### config.mk
export PLATFORM = sky130hd
export DESIGN_NAME = nibble_serial_adder_ctrl_flat
export DESIGN_NICKNAME = d
export VERILOG_FILES = /design/src/rtl/nibble_serial_adder_ctrl_if.sv /design/src/rtl/nibble_serial_adder_ctrl.sv /design/src/flat_wrapper.sv
export SDC_FILE = /design/constraint.sdc
export NUM_CORES = 1
export LEC_CHECK = 0
export BUFFER_PORTS_ARGS = -buffer_cell sky130_fd_sc_hd__buf_2
export CELL_PAD_IN_SITES_DETAIL_PLACEMENT = 0
export CELL_PAD_IN_SITES_GLOBAL_PLACEMENT = 1
export CORE_ASPECT_RATIO = 1.75
export CORE_MARGIN = 1.5
export CORE_UTILIZATION = 40
export DETAILED_ROUTE_END_ITERATION = 7
export GPL_ROUTABILITY_DRIVEN = 0
export PLACE_DENSITY_LB_ADDON = 0.08
export SLEW_MARGIN = 20
export SYNTH_ARGS = -nofsm -noshare
export SYNTH_HDL_FRONTEND = slang
export SYNTH_SLANG_ARGS = --single-unit
### constraint.sdc
create_clock -name clk -period 3.4 [get_ports clk]
set_input_delay 0.68 -clock clk [delete_from_list [all_inputs] [get_ports clk]]
set_output_delay 0.68 -clock clk [all_outputs]
set_load 0.05 [all_outputs]
### src/rtl/nibble_serial_adder_ctrl_if.sv
// Handshake and adder-stage bundle for nibble_serial_adder_ctrl.
// The slave modport is the controller's view. The master modport is the environment's view.
interface nibble_serial_adder_ctrl_if #(
    parameter int WIDTH = 16
);
    logic             in_valid;
    logic             in_ready;
    logic [WIDTH-1:0] in_a;
    logic [WIDTH-1:0] in_b;
    logic             in_cin;

    logic [3:0]       add_a;
    logic [3:0]       add_b;
    logic             add_cin;
    logic [3:0]       add_sum;
    logic             add_cout;

    logic             out_valid;
    logic             out_ready;
    logic [WIDTH-1:0] out_sum;
    logic             out_cout;

    modport slave (
        input  in_valid, in_a, in_b, in_cin, add_sum, add_cout, out_ready,
        output in_ready, add_a, add_b, add_cin, out_valid, out_sum, out_cout
    );

    modport master (
        output in_valid, in_a, in_b, in_cin, add_sum, add_cout, out_ready,
        input  in_ready, add_a, add_b, add_cin, out_valid, out_sum, out_cout
    );
endinterface

### src/rtl/nibble_serial_adder_ctrl.sv
// Serial wide adder controller. It drives an external 4-bit adder one nibble per cycle, LSB first.
// The carry is chained through a register, and the assembled sum is presented over valid/ready.
module nibble_serial_adder_ctrl #(
    parameter int WIDTH = 16
) (
    input  logic                      clk,
    input  logic                      rst,
    nibble_serial_adder_ctrl_if.slave bus,
    output logic                      busy
);
    localparam int NIBBLES = WIDTH / 4;
    localparam int IDX_W   = (NIBBLES > 1) ? $clog2(NIBBLES) : 1;
    localparam logic [IDX_W-1:0] LAST_IDX = IDX_W'(NIBBLES - 1);

    typedef enum logic [1:0] {
        S_IDLE = 2'd0,
        S_RUN  = 2'd1,
        S_DONE = 2'd2
    } state_e;

    typedef logic [NIBBLES-1:0][3:0] word_t;

    state_e           state_q, state_d;
    word_t            a_q, a_d;
    word_t            b_q, b_d;
    word_t            sum_q, sum_d;
    logic             carry_q, carry_d;
    logic             cout_q, cout_d;
    logic [IDX_W-1:0] idx_q, idx_d;
    logic             accept;

    // Gating with rst keeps the handshakes quiet during the reset cycle itself.
    assign bus.in_ready  = (state_q == S_IDLE) && !rst;
    assign bus.out_valid = (state_q == S_DONE) && !rst;
    assign bus.out_sum   = sum_q;
    assign bus.out_cout  = cout_q;
    assign busy          = (state_q != S_IDLE);
    assign accept        = bus.in_valid && bus.in_ready;

    // The adder sees zeros except while a pass is in flight.
    assign bus.add_a   = (state_q == S_RUN) ? a_q[idx_q] : 4'h0;
    assign bus.add_b   = (state_q == S_RUN) ? b_q[idx_q] : 4'h0;
    assign bus.add_cin = (state_q == S_RUN) ? carry_q    : 1'b0;

    always_comb begin
        // NOTE: every _d defaults to its _q first, so no path through the case can infer a latch.
        state_d = state_q;
        a_d     = a_q;
        b_d     = b_q;
        sum_d   = sum_q;
        carry_d = carry_q;
        cout_d  = cout_q;
        idx_d   = idx_q;

        unique case (state_q)
            S_IDLE: begin
                if (accept) begin
                    a_d     = bus.in_a;
                    b_d     = bus.in_b;
                    carry_d = bus.in_cin;
                    idx_d   = '0;
                    state_d = S_RUN;
                end
            end
            S_RUN: begin
                sum_d[idx_q] = bus.add_sum;
                carry_d      = bus.add_cout;
                if (idx_q == LAST_IDX) begin
                    cout_d  = bus.add_cout;
                    idx_d   = '0;
                    state_d = S_DONE;
                end else begin
                    idx_d = idx_q + IDX_W'(1);
                end
            end
            S_DONE: begin
                if (bus.out_ready) begin
                    state_d = S_IDLE;
                end
            end
            default: state_d = S_IDLE;
        endcase
    end

    always_ff @(posedge clk) begin
        // NOTE: reset is synchronous and clears every register, including the operand and sum words.
        // An abort mid-operation therefore leaves no partial result visible.
        if (rst) begin
            state_q <= S_IDLE;
            a_q     <= '0;
            b_q     <= '0;
            sum_q   <= '0;
            carry_q <= 1'b0;
            cout_q  <= 1'b0;
            idx_q   <= '0;
        end else begin
            state_q <= state_d;
            a_q     <= a_d;
            b_q     <= b_d;
            sum_q   <= sum_d;
            carry_q <= carry_d;
            cout_q  <= cout_d;
            idx_q   <= idx_d;
        end
    end
endmodule
### src/flat_wrapper.sv
// flat-port wrapper written by rule: the top's interface ports become plain ports
module nibble_serial_adder_ctrl_flat 
#(
    parameter int WIDTH = 16
)
  (clk, rst, busy, bus_in_valid, bus_in_a, bus_in_b, bus_in_cin, bus_add_sum, bus_add_cout, bus_out_ready, bus_in_ready, bus_add_a, bus_add_b, bus_add_cin, bus_out_valid, bus_out_sum, bus_out_cout);
  nibble_serial_adder_ctrl_if #(.WIDTH(WIDTH)) bus_i ();
  input  logic clk;
  input  logic rst;
  output logic busy;
  input wire logic [$bits(bus_i.in_valid)-1:0] bus_in_valid;
  input wire logic [$bits(bus_i.in_a)-1:0] bus_in_a;
  input wire logic [$bits(bus_i.in_b)-1:0] bus_in_b;
  input wire logic [$bits(bus_i.in_cin)-1:0] bus_in_cin;
  input wire logic [$bits(bus_i.add_sum)-1:0] bus_add_sum;
  input wire logic [$bits(bus_i.add_cout)-1:0] bus_add_cout;
  input wire logic [$bits(bus_i.out_ready)-1:0] bus_out_ready;
  output wire logic [$bits(bus_i.in_ready)-1:0] bus_in_ready;
  output wire logic [$bits(bus_i.add_a)-1:0] bus_add_a;
  output wire logic [$bits(bus_i.add_b)-1:0] bus_add_b;
  output wire logic [$bits(bus_i.add_cin)-1:0] bus_add_cin;
  output wire logic [$bits(bus_i.out_valid)-1:0] bus_out_valid;
  output wire logic [$bits(bus_i.out_sum)-1:0] bus_out_sum;
  output wire logic [$bits(bus_i.out_cout)-1:0] bus_out_cout;
  assign bus_i.in_valid = bus_in_valid;
  assign bus_i.in_a = bus_in_a;
  assign bus_i.in_b = bus_in_b;
  assign bus_i.in_cin = bus_in_cin;
  assign bus_i.add_sum = bus_add_sum;
  assign bus_i.add_cout = bus_add_cout;
  assign bus_i.out_ready = bus_out_ready;
  assign bus_in_ready = bus_i.in_ready;
  assign bus_add_a = bus_i.add_a;
  assign bus_add_b = bus_i.add_b;
  assign bus_add_cin = bus_i.add_cin;
  assign bus_out_valid = bus_i.out_valid;
  assign bus_out_sum = bus_i.out_sum;
  assign bus_out_cout = bus_i.out_cout;
  nibble_serial_adder_ctrl #(.WIDTH(WIDTH)) u_core (.clk(clk), .rst(rst), .bus(bus_i), .busy(busy));
endmodule
==> results.md <==
Status:
- The flow ran to the end, and the final reports show no timing, DRC or antenna violations.

STA:
- The number of failing hold endpoints at the final stage came to 0.
- Setup repair after global routing left no endpoint under its margin.
- Setup violations remaining at the end of the flow were counted as 0.
- The slew at the pin closest to its max-slew limit is 0.7202 ns.
- The worst hold margin is 0.4546 ns.
- The final max-slew violation count is 0.
- After layout, the worst setup slack is 0.6746 ns.
- The highest clock frequency the design can meet is 0.3669 GHz.
- The relative slew slack is 0.5178.
- Clock skew on the completed layout was measured at 0.01094 ns.
- The accumulated negative setup slack is 0 ns.
- In the finished design, the share of the clock period the worst path needs comes to 0.8016.
- The worst path in the final design needs a cycle of 2.725 ns, including I/O delays and setup.

Detailed routing:
- Dividing the detail-routed wire length by the instance count gives 13.11 um.
- For this block, the initial DRC count from the detailed router was 95.
- The first-pass iteration count of the detailed router is 4.
- The final routed wirelength across all metal layers is 5387 um.
- In the routed design, unresolved DRC markers number 0.
- The via count is 1988.
- The post-detailed-route count of antenna-violating nets is 0.
- The ratio of routed vias to standard cells is 4.837.

Placed design:
- After legalization and detailed placement, the total HPWL measured 3840 um.
- The worst slack at placement is 0.9685 ns.
- The count of input and output buffers is 70.

Critical path:
- The critical path data required time is 2.72 ns.
- The highest-delay cell along the critical path is dfxtp_1.
- Traced cell by cell, the critical path runs through mux4_2, and2_1, buf_2.
- The critical path startpoint category is a flip-flop.
- The peak per-stage delay on the critical path is 0.79 ns.
- STA classifies the critical path endpoint as an output pin.
- By startpoint and endpoint, the worst setup path is classified as reg -> out.
- Data on the critical path arrives at its endpoint at 2.05 ns.
- In this run the worst path has a maximum fanout of 12.

Die:
- The initial core utilization is 0.4091.
- The number of rows in the core area is 37.
- The floorplan die area is 0.006456 mm2.
- Measured along the y axis, the die boundary spans 105.2 um.
- During I/O placement, the number of pins put on the boundary was 71.
- Measured along the x axis, the die boundary spans 61.39 um.
- The core region is 0.005833 mm2.

Cells and area:
- 0 antenna diodes ended up in the layout.
- After filler insertion, the fill cell instance count of the layout stands at 636.
- In the final design database the tool counted 378 nets.
- The area growth from synthesis to layout is 19.66%.
- The share of final-layout standard cells stronger than drive strength 1 is 0.2883.

Hold path:
- The classification of the worst-slack hold path is reg -> reg.

Power and ir drop:
- The worst IR drop on VDD is 281.0 uV.
- The leakage power is 1.163 nW.
- The power density normalized to cell area is 438.3 mW/mm2.

Logic synthesis:
- For this run, asynchronously set or reset flops after synthesis account for 0.
- The synthesized design contains 0 enable-type register cells.
- After synthesis, the netlist uses 26 different library cells.
- A synthesized cell averages 8.805 um2.
- Of the post-synthesis cell area, the dominant cell type holds 0.4531.
- The synthesized netlist occupies a cell area of 0.002386 mm2.
- The synthesized instance count is 271.
- In the post-synthesis netlist, the biggest area contributors are dfxtp_1 (45%), nand2b_1 (8.7%), nand2_1 (8.0%).
- The most used flip-flop cell after synthesis is dfxtp_1.
- The cell type with the largest total area after synthesis is dfxtp_1.
- The sequential-to-total area share from yosys stat is 0.4531.
- In the synthesized netlist, the cells that appear most often are dfxtp_1 (54), nand2_1 (51), nand2b_1 (33).
- The warning count from the yosys run is 0.
- The number of nets handed over by synthesis was 317.
- dfxtp_1 is the most common cell in the netlist.
- The synthesized design contains 54 register bits.

GRT:
- Entering global routing, the biggest net connects 39 pins.
- In the global route stage, overall resource usage came out at 0.1768.
- The initial antenna violation count is 0.
- The global-route wire length before repair is 8542 um.
- The leftover overflow at the end of global routing is 0.
- The via count of the first global-routing pass was 1860.

Run:
- Max-cap violations in this run came to 0.

Clock tree:
- The total of hold buffers inserted after clock tree synthesis is 0.
- The number of buffers added for setup after CTS is 0.
- Clock-pin slew was measured on the worst setup and hold paths at 0.10 ns.
- No sink is reached through more buffers than the 2 on the longest clock path.
- The latest clock arrival within the worst-skew pair is 0.31 ns.
- The TritonCTS buffer count is 5.
- TritonCTS built the clock tree.
- The number of clock sinks is 54.
- In this run the number of H-tree levels came out at 2.
- Once the clock tree was built, the resizer swapped 0 gates to a different size.
- The root cell of the clock tree is clkbuf_8.
critical path, delay by kind of cell (launching register included):
kind | cells | cell delay, ns
buffers and inverters | 1 | 0.21
flip-flops | 1 | 0.79
AND/OR/NAND/NOR | 1 | 0.17
multiplexers | 1 | 0.57
area by class of cell:
cell class / instances / area (um2) / area share
flip-flops and latches: 54 / 1081 / 0.3786
inverters: 4 / 15.01 / 0.005259
repair buffers: 75 / 387.9 / 0.1358
clock buffers: 6 / 82.58 / 0.02892
well taps: 78 / 97.59 / 0.03418
multi-input cells: 192 / 1179 / 0.4128
clock inverters: 2 / 12.51 / 0.004382
cell families (layout without fill, tap and decap cells):
group | after synthesis | count (layout) | share of synthesized area
buffers and inverters | 25 | 87 | 0.05296
AOI/OAI and AO/OA | 53 | 53 | 0.1175
DFF | 54 | 54 | 0.4531
muxes | 9 | 9 | 0.07971
adders and majority gates | 4 | 4 | 0.02098
and+or+nand+nor | 126 | 126 | 0.2758
per-stage QoR:
stage | area (um2) | cells | total power [W] | utilization
after floorplan | 2386 | 271 | 0.0008414 | -
after global placement | 2760 | 403 | 0.0008982 | 0.4732
after detailed placement | 2760 | 403 | 0.0009005 | 0.4732
after CTS | 2855 | 411 | 0.001272 | 0.4895
after global routing | 2855 | 411 | 0.001322 | 0.4895
final | 2855 | 411 | 0.001251 | 0.4895
metal layers:
layer,vias to the layer above,global-route usage,routed length [um]
met5,-,0,0
met4,0,0.05927,78
met2,51,0.3062,2916
met3,7,0.03218,205
met1,904,0.2098,2185
li1,1026,-,-
worst paths after layout:
kind | start | endpoint | slack, ns | cells after the start
worst min-delay path | u_core.bus.out_sum[3] | u_core.bus.out_sum[3] | 0.45 | 2
worst max-delay path | u_core.idx_q[0] | bus_add_a[2] | 0.67 | 3
worst max register to register | u_core.state_q[0] | u_core.b_q[6] | 1.54 | 4
worst min register to register | u_core.bus.out_sum[3] | u_core.bus.out_sum[3] | 0.45 | 2
state kept, by name (all words and copies together), names as in the netlist:
| signal | count |
|---|---|
| u_core.a_q | 16 |
| u_core.b_q | 16 |
| u_core.bus.out_sum | 16 |
| u_core.idx_q | 2 |
| u_core.state_q | 2 |
| u_core.bus.out_cout | 1 |
| u_core.carry_q | 1 |
power by group:
group	leakage, nW	switching, W	internal [W]
combinational	0.673	0.000110	0.0000777
clock	0.0472	0.000204	0.000164
sequential	0.442	0.0000282	0.000668
total	1.16	0.000342	0.000910
layout by cell type (no fill, tap or decap), types with 3 or more instances in the layout:
master     n
a21oi_1   19
and2_1     9
buf_2     70
buf_4      5
clkbuf_8   6
dfxtp_1   54
ha_1       4
inv_1      4
mux4_2     8
nand2_1   51
nand2b_1  33
nand3_1   17
nand3b_1   4
nor2_1     3
nor3_1     4
o21ai_0   32
Note: power is estimated with default switching activity, not from simulation.
